`src/rtl/reflet_regbank_pkg.sv`:
```
// Shared definitions for the Reflet register bank.
//   - Special register indices (WR, SR, SP, PC). They are all below 8, so they
//     are valid for every supported NUM_REGS.
//   - Reset values, stored 64 bits wide and truncated to WORDSIZE where used.
//   - SP operation codes.
//   - reset_value(): returns the reset word for a given register index.
package reflet_regbank_pkg;

    localparam int WR_ID = 0;
    localparam int SR_ID = 1;
    localparam int SP_ID = 6;
    localparam int PC_ID = 7;

    localparam logic [63:0] WR_RESET = 64'h0;
    localparam logic [63:0] SR_RESET = 64'h0;
    localparam logic [63:0] SP_RESET = 64'h0;
    localparam logic [63:0] PC_RESET = 64'h0;
    localparam logic [63:0] GP_RESET = 64'h0;

    typedef enum logic [1:0] {
        SP_OP_NONE = 2'b00,
        SP_OP_INC  = 2'b01,
        SP_OP_DEC  = 2'b10,
        SP_OP_RSVD = 2'b11
    } sp_op_e;

    function automatic logic [63:0] reset_value(input int idx);
        case (idx)
            WR_ID:   return WR_RESET;
            SR_ID:   return SR_RESET;
            SP_ID:   return SP_RESET;
            PC_ID:   return PC_RESET;
            default: return GP_RESET;
        endcase
    endfunction

endpackage

```
`src/rtl/reflet_sp_unit.sv`:
```
// Combinational next-SP calculation for the register bank.
// Ports:
//   sp_q     in  WORDSIZE  current stack pointer
//   sp_op    in  2         00 none, 01 inc, 10 dec, 11 none
//   sp_step  in  4         step in bytes, zero-extended
//   wr_sp    in  1         explicit write to SP this retire (wins over the step)
//   wr_data  in  WORDSIZE  explicit write data
//   sp_d     out WORDSIZE  next SP value
// Arithmetic is modulo 2^WORDSIZE, so the stack pointer wraps silently.
module reflet_sp_unit
    import reflet_regbank_pkg::*;
#(
    parameter int WORDSIZE = 16
) (
    input  logic [WORDSIZE-1:0] sp_q,
    input  logic [1:0]          sp_op,
    input  logic [3:0]          sp_step,
    input  logic                wr_sp,
    input  logic [WORDSIZE-1:0] wr_data,
    output logic [WORDSIZE-1:0] sp_d
);

    logic [WORDSIZE-1:0] step_ext;

    assign step_ext = WORDSIZE'(sp_step);

    always_comb begin
        sp_d = sp_q;
        if (wr_sp) begin
            sp_d = wr_data;
        end else begin
            case (sp_op_e'(sp_op))
                SP_OP_INC: sp_d = sp_q + step_ext;
                SP_OP_DEC: sp_d = sp_q - step_ext;
                default:   sp_d = sp_q;
            endcase
        end
    end

endmodule

```
`src/rtl/reflet_regbank.sv`:
```
// Reflet register bank: NUM_REGS x WORDSIZE registers with special-register
// sequencing (PC auto-increment, SP stepping, interrupt vector load, sticky quit).
// Optional feature macro: REFLET_SHADOW_BANK_EN -- saves WR/SR on interrupt entry
// and restores them on int_ret; when undefined, in_isr is tied to 0 and int_ret
// has no effect.
// Ports:
//   clk, reset (synchronous, active-low)
//   enable                   0 freezes all state
//   cpu_update               instruction retire strobe
//   rd_idx / rd_data         RD_PORTS packed combinational read ports
//   wr_en, wr_idx, wr_data   register write request
//   sp_op, sp_step           stack pointer step request
//   int_take, int_vector     interrupt entry (loads PC only)
//   int_ret                  return from interrupt
//   quit_req                 quit instruction
//   wr_q, sr_q, pc_q, sp_q   direct special-register views
//   quit                     sticky halt flag
//   in_isr                   shadow context in use
module reflet_regbank
    import reflet_regbank_pkg::*;
#(
    parameter  int WORDSIZE = 16,
    parameter  int NUM_REGS = 16,
    parameter  int RD_PORTS = 2,
    localparam int IW       = $clog2(NUM_REGS)
) (
    input  logic                         clk,
    input  logic                         reset,
    input  logic                         enable,
    input  logic                         cpu_update,
    input  logic [RD_PORTS*IW-1:0]       rd_idx,
    output logic [RD_PORTS*WORDSIZE-1:0] rd_data,
    input  logic                         wr_en,
    input  logic [IW-1:0]                wr_idx,
    input  logic [WORDSIZE-1:0]          wr_data,
    input  logic [1:0]                   sp_op,
    input  logic [3:0]                   sp_step,
    input  logic                         int_take,
    input  logic [WORDSIZE-1:0]          int_vector,
    input  logic                         int_ret,
    input  logic                         quit_req,
    output logic [WORDSIZE-1:0]          wr_q,
    output logic [WORDSIZE-1:0]          sr_q,
    output logic [WORDSIZE-1:0]          pc_q,
    output logic [WORDSIZE-1:0]          sp_q,
    output logic                         quit,
    output logic                         in_isr
);

    localparam logic [IW-1:0] WR_IDX = IW'(WR_ID);
    localparam logic [IW-1:0] SR_IDX = IW'(SR_ID);
    localparam logic [IW-1:0] SP_IDX = IW'(SP_ID);
    localparam logic [IW-1:0] PC_IDX = IW'(PC_ID);

    logic [WORDSIZE-1:0] regs_q [NUM_REGS];
    logic [WORDSIZE-1:0] regs_d [NUM_REGS];
    logic                quit_q;
    logic                quit_d;
    logic                retire;
    logic                wr_sp;
    logic [WORDSIZE-1:0] sp_d;
    logic [WORDSIZE-1:0] pc_inc;

`ifdef REFLET_SHADOW_BANK_EN
    logic                in_isr_q;
    logic                in_isr_d;
    logic [WORDSIZE-1:0] shadow_wr_q;
    logic [WORDSIZE-1:0] shadow_wr_d;
    logic [WORDSIZE-1:0] shadow_sr_q;
    logic [WORDSIZE-1:0] shadow_sr_d;
`else
    logic                unused_int_ret;
    assign unused_int_ret = int_ret;
`endif

    // Once quit is set, retire is blocked for good until reset.
    assign retire = enable & cpu_update & ~quit_q;
    assign wr_sp  = wr_en & (wr_idx == SP_IDX);
    assign pc_inc = regs_q[PC_IDX] + WORDSIZE'(1);

    reflet_sp_unit #(
        .WORDSIZE (WORDSIZE)
    ) u_sp_unit (
        .sp_q    (regs_q[SP_IDX]),
        .sp_op   (sp_op),
        .sp_step (sp_step),
        .wr_sp   (wr_sp),
        .wr_data (wr_data),
        .sp_d    (sp_d)
    );

    always_comb begin
        regs_d = regs_q;
        quit_d = quit_q;
`ifdef REFLET_SHADOW_BANK_EN
        in_isr_d    = in_isr_q;
        shadow_wr_d = shadow_wr_q;
        shadow_sr_d = shadow_sr_q;
`endif
        if (retire) begin
            if (int_take) begin
                regs_d[PC_IDX] = int_vector;
`ifdef REFLET_SHADOW_BANK_EN
                // Only the outermost interrupt captures context.
                if (!in_isr_q) begin
                    shadow_wr_d = regs_q[WR_IDX];
                    shadow_sr_d = regs_q[SR_IDX];
                    in_isr_d    = 1'b1;
                end
`endif
            end else if (quit_req) begin
                quit_d         = 1'b1;
                regs_d[PC_IDX] = pc_inc;
            end else begin
                if (wr_en) begin
                    regs_d[wr_idx] = wr_data;
                end
                // sp_d already carries the explicit-write override.
                regs_d[SP_IDX] = sp_d;
                if (!(wr_en && (wr_idx == PC_IDX))) begin
                    regs_d[PC_IDX] = pc_inc;
                end
`ifdef REFLET_SHADOW_BANK_EN
                // Context restore overrides any same-cycle write to WR/SR.
                if (int_ret && in_isr_q) begin
                    regs_d[WR_IDX] = shadow_wr_q;
                    regs_d[SR_IDX] = shadow_sr_q;
                    in_isr_d       = 1'b0;
                end
`endif
            end
        end
    end

    always_ff @(posedge clk) begin
        if (!reset) begin
            for (int i = 0; i < NUM_REGS; i++) begin
                regs_q[i] <= WORDSIZE'(reset_value(i));
            end
            quit_q <= 1'b0;
`ifdef REFLET_SHADOW_BANK_EN
            in_isr_q    <= 1'b0;
            shadow_wr_q <= '0;
            shadow_sr_q <= '0;
`endif
        end else begin
            regs_q <= regs_d;
            quit_q <= quit_d;
`ifdef REFLET_SHADOW_BANK_EN
            in_isr_q    <= in_isr_d;
            shadow_wr_q <= shadow_wr_d;
            shadow_sr_q <= shadow_sr_d;
`endif
        end
    end

    generate
        for (genvar gi = 0; gi < RD_PORTS; gi++) begin : g_rd_port
            assign rd_data[gi*WORDSIZE +: WORDSIZE] = regs_q[rd_idx[gi*IW +: IW]];
        end
    endgenerate

    assign wr_q = regs_q[WR_IDX];
    assign sr_q = regs_q[SR_IDX];
    assign pc_q = regs_q[PC_IDX];
    assign sp_q = regs_q[SP_IDX];
    assign quit = quit_q;

`ifdef REFLET_SHADOW_BANK_EN
    assign in_isr = in_isr_q;
`else
    assign in_isr = 1'b0;
`endif

endmodule

```
`config.mk`:
```
export PLATFORM = sky130hd
export DESIGN_NAME = reflet_regbank
export DESIGN_NICKNAME = d
export VERILOG_FILES = /design/src/rtl/reflet_regbank_pkg.sv /design/src/rtl/reflet_sp_unit.sv /design/src/rtl/reflet_regbank.sv
export SDC_FILE = /design/constraint.sdc
export NUM_CORES = 1
export LEC_CHECK = 0
export BUFFER_PORTS_ARGS = -buffer_cell sky130_fd_sc_hd__buf_4
export CAP_MARGIN = 20
export CORE_ASPECT_RATIO = 1.25
export CORE_UTILIZATION = 35
export CTS_CLUSTER_SIZE = 12
export DETAILED_ROUTE_END_ITERATION = 16
export SYNTH_ARGS = -nofsm -noshare
export SYNTH_HDL_FRONTEND = slang
export SYNTH_SLANG_ARGS = --single-unit
```
`constraint.sdc`:
```
create_clock -name clk -period 6 [get_ports clk]
set_clock_uncertainty 0.2 [all_clocks]
set_input_delay 0.6 -clock clk [delete_from_list [all_inputs] [get_ports clk]]
set_output_delay 0.6 -clock clk [all_outputs]
set_load 0.01 [all_outputs]
```
**Word-level counts from Yosys, hierarchy flattened**

Cells that the tools add are included.

- Output and inout bits: 98
- Word-level logic and storage cells: 60
- Bits in latches: 0
- Memories kept: 0
- RAM bits: 0
- ROM bits: 0
- Register bits after elaboration: 257

- Mux-type cells: 15
- $lt $le $gt $ge: 4
- Reductions and logical operators: 7
- Div/mod/pow operators: 0
- Shift-type cells: 0
- Eq/ne operators: 5
- Bitwise gates (word level): 9
- Multiply operators: 0
- Add/subtract/negate cells: 3

Operators by type and width:

| cell | number |
|---|---|
| bitwise mux 256 bit | 1 |
| 2-to-1 mux 144 bit | 1 |
| 2-to-1 mux 16 bit | 9 |
| binary-select mux 16 bit (select 4 bit) | 2 |
| demux 16 bit (select 4 bit) | 1 |
| case mux 16 bit (2 select lines) | 1 |
| adder 16 x 1 -> 16 bit, second input constant | 1 |
| adder 16 x 4 -> 16 bit | 1 |
| subtractor 16 x 4 -> 16 bit | 1 |
| greater-or-equal comparator 5 bit, second input constant | 3 |
| inverter 4 -> 5 bit | 3 |
| equality test 4 x 3 -> 1 bit, second input constant | 2 |
| AND reduction 4 bit | 2 |
| < comparator 5 x 1 -> 1 bit, second input constant | 1 |
| != test 4 bit, second input constant | 1 |
| bitwise AND 1 bit | 3 |
| inverter 1 bit | 3 |
| AND reduction 3 bit | 1 |
| nonzero test 3 bit | 1 |
| equality test 2 x 1 -> 1 bit, second input constant | 1 |
| equality test 2 bit, second input constant | 1 |
| logical AND 1 bit | 2 |
| AND reduction 2 bit | 1 |

**Logic depth before layout (Yosys ltp)**

- Depth in word-level cells: 10
- Depth in mapped cells: 14
- Mapped depth without buffers: 12

**Modules after synthesis**

Synthesis repeated with hierarchy kept, for this count alone.

- Cell total of the unflattened synthesis: 1534
- Area, all modules: 15481.1 µm²

By module, submodules not included:

| module | sequential area each (µm²) | area an instance (µm²) | cells each | instances |
|---|---|---|---|---|
| reflet_regbank | 5144.9 | 14231.1 | 1349 | 1 |
| reflet_sp_unit | 0.0 | 1249.9 | 185 | 1 |

**Least setup slack after synthesis**

Ideal clock, no wire load.

- Path kind: input to output
- Start point: in rd_idx[0]
- End point: out rd_data[13]
- Stages on the path: 5
- Path buffers: 3
- Arrival time: 2441 ps
- Slack: 2759 ps
- Cell sequence: clkbuf_1 -> buf_2 -> clkbuf_1 -> mux4_2 -> mux4_2

- Word-level cells in the longest chain between the ends: 4

RTL lines:

| item | RTL line | text |
|---|---|---|
| from (decl) | reflet_regbank.sv:31 | `input logic [RD_PORTS*IW-1:0] rd_idx,` |
| inverter 4 -> 5 bit (not written as such) | reflet_regbank.sv:159 | `assign rd_data[gi*WORDSIZE +: WORDSIZE] = regs_q[rd_idx[gi*IW +: IW]];` |
| binary-select mux 16 bit (select 4 bit) | reflet_regbank.sv:159 |  |
| 2-to-1 mux 16 bit (not written as such) (2 in series) | reflet_regbank.sv:159 |  |
| to (decl) | reflet_regbank.sv:32 | `output logic [RD_PORTS*WORDSIZE-1:0] rd_data,` |

No other way between the ends. The select of a mux whose other input is x is not followed.

**Worst setup path in the final report**

- Start point: in rd_idx[4]
- End point: out rd_data[21]

The elaborated chain is that of the path after synthesis.

==> flow_summary_export.csv <==
group,metric,value,unit
outcome,status,"finished, final reports clean",
hold_path,min_path_type,"primary input to flop",
synthesis,yosysMostFrequentCell,"dfxtp_1",
global_routing,antenna_found_initial,5,
synthesis,yosysTopAreaCell,"dfxtp_1",
detailed_routing,wl,47600,um
synthesis,async_reset_ff_frac,0,
synthesis,synth-edff-count,0,
detailed_routing,drt-initial-drc-count,932,
cts,clock_latency,560,ps
cts,cts_tree,"done",
synthesis,syn-num-nets,1596,
job,cap_violations,0,
synthesis,yosysUniqueCellTypes,57,
sta,rsz0062_at_grt,"false",
synthesis,yosysWarnings,0,
cells_and_area,final_util,0.398,
cells_and_area,fill_cells,4027,
cts,clk_pin_slew,70,ps
sta,final.setup.tns,0,ps
cells_and_area,num-nets-final,1591,
cells_and_area,syn_to_final_growth,12.2,%
global_routing,track_usage,0.216,
cts,numClockSinks,257,
cts,postCtsSetupRepairBufs,0,
worst_setup_path,critPathBufInv,3,
die,die_w,187,um
placed_design,gp_congestion,0.891,
cts,clockBufferDepth,3,
die,placementRows,84,
die,coreArea,0.0421,sq mm
worst_setup_path,worstSetupPathType,"primary input to output pin",
detailed_routing,wl_per_cell,22.8,um
worst_setup_path,worstPathArrival,2860,ps
die,start_util,0.355,
power,p_per_area,223,mW/mm^2
detailed_routing,ant_nets,0,
worst_setup_path,crit_chain,"buf_4 -> buf_4 -> mux4_2 -> mux4_2 -> buf_4",
sta,setup_viol,0,
cells_and_area,drive_above_1_share,0.251,
worst_setup_path,worst_path_most_repeated_cell,"buf_4",
synthesis,syn_area,0.0150,sq mm
worst_setup_path,slowest_stage,"mux4_2",
synthesis,syn_inst,1518,
die,dieArea,0.0436,sq mm
detailed_routing,dr.pass1.iters,5,
sta,slew-limit-headroom,0.260,
synthesis,netlist_top_cells_area,"dfxtp_1, mux4_2, mux2i_1, nand2_1, a21oi_1",
detailed_routing,vias_per_cell,5.74,
global_routing,grt_first_pass_wirelength,72200,um
placed_design,place_hpwl,31900,um
cts,cts_root_buffer,"clkbuf_16",
synthesis,yosysTopAreaCellShare,0.344,
global_routing,grt_overflow,0,
cts,h-tree-depth,1,
cts,cts_hold_buf,0,
synthesis,synth_top_flop_cell,"dfxtp_1",
cells_and_area,finish.instance_area,0.0168,sq mm
power,p_total,3.73,mW
sta,clock.fmax,274,MHz
cts,numCtsBuffers,27,
synthesis,postSynthAreaPerCell,9.85,sq um
global_routing,grt_start_max_net_pins,180,
global_routing,grt_pass1_vias,11800,
cts,cts_resized,0,
worst_setup_path,critPathTopFamily,"multiplexers",
synthesis,synth_commonest_cells,"dfxtp_1, nand2_1, nor2_1",
worst_setup_path,cp.required,5200,ps
detailed_routing,drc_errors,0,
power,p_leak,6.05,nW
sta,period_needed,3660,ps
sta,finalMaxSlewViolations,0,
synthesis,ys_ff_latch,257,
sta,finalHoldViolations,0,
worst_setup_path,cp-start-kind,"primary input",
detailed_routing,vias,12000,
worst_setup_path,critPathCaptureType,"output pin",
die,fp.dieH,233,um
synthesis,yosysSeqAreaShare,0.344,
sta,fin_crit_sh,0.609,
placed_design,place.port_buffers,153,
worst_setup_path,crit_path_max_incr_delay,610,ps
die,ios,156,
power,ir_drop,0.000172,V
sta,worstMarginPinSlew,1110,ps
worst_setup_path,cp_max_fo,28,
placed_design,dpl_cell_area,0.0159,sq mm
## metrics by stage
step	std cells	worst slack, ps	hold WS, ps
after floorplan	1518	2760	243
after global placement	2042	2250	248
after detailed placement	2043	2230	258
after CTS	2088	2330	118
after global routing	2089	2240	136
final	2089	2340	129
## cell type report
type,count,area [sq um],area share
Antenna cell,1,2.50,0.000149
Clock buffer,42,802,0.0478
Clock inverter,3,22.5,0.00134
Inverter,11,46.3,0.00276
Multi-Input combinational cell,1047,8750,0.522
Sequential cell,257,5140,0.307
Tap cell,559,699,0.0417
Timing Repair Buffer,169,1300,0.0774
## placed cells by master, fill, tap and decap left out, drive strengths merged, types with 6 or more instances in the layout
cell type  netlist  final
nor3            17     17
ha              19     19
xor2            12     12
nand2          235    235
dfxtp          257    257
buf            113    169
a311oi           6      6
and3             7      7
or3              7      7
inv             11     12
nor2           166    166
mux4           160    160
clkbuf          90     42
a31oi            6      6
a211oi          15     15
o21ai           29     29
mux2i          134    134
a21oi          141    141
nand3           35     35
## routing by layer
metal,vias to the layer above,part of all wire,GRT usage
met4,8,0.031,0.0835
met2,477,0.50,0.373
met3,77,0.071,0.0355
li1,5410,-,-
met5,-,0.0010,0
met1,6025,0.40,0.269
## power by group
| group | internal (mW) | total [mW] | switching [mW] |
|---|---|---|---|
| clock | 0.911 | 1.63 | 0.724 |
| combinational | 0.135 | 0.362 | 0.226 |
| sequential | 1.72 | 1.74 | 0.0197 |
| total | 2.76 | 3.73 | 0.970 |
## worst paths after layout
check	startpoint	to	slack, ps	cells after the start
worst max-delay path	rd_idx[4]	rd_data[21]	2340	5
worst min-delay path	int_vector[8]	pc_q[8]	130	3
worst max register to register	quit	regs_q[214]	2770	7
worst min register to register	regs_q[162]	regs_q[162]	270	2
## state kept, by name, indices dropped and copies added, names as in the netlist
signal  count
pc_q       16
regs_q    192
quit        1
wr_q       16
sp_q       16
sr_q       16
## logic make-up (layout without fill, tap and decap cells)
family          count (synthesis)  count (layout)  synth area share
fa+ha+maj                      20              20            0.0172
other cells                     1               2          0.000251
simple gates                  492             492             0.140
flops                         257             257             0.344
compound gates                223             223            0.0844
mux                           294             294             0.331
xor+xnor                       17              17           0.00996
buf+inv                       214             225            0.0736
## worst reg2reg max path, delay by kind of cell (launching register included)
kind	cells	cell delay, ps
and+or+nand+nor	6	2280
DFF	1	340
muxes	1	270
Power figures use the tool's default switching activity.
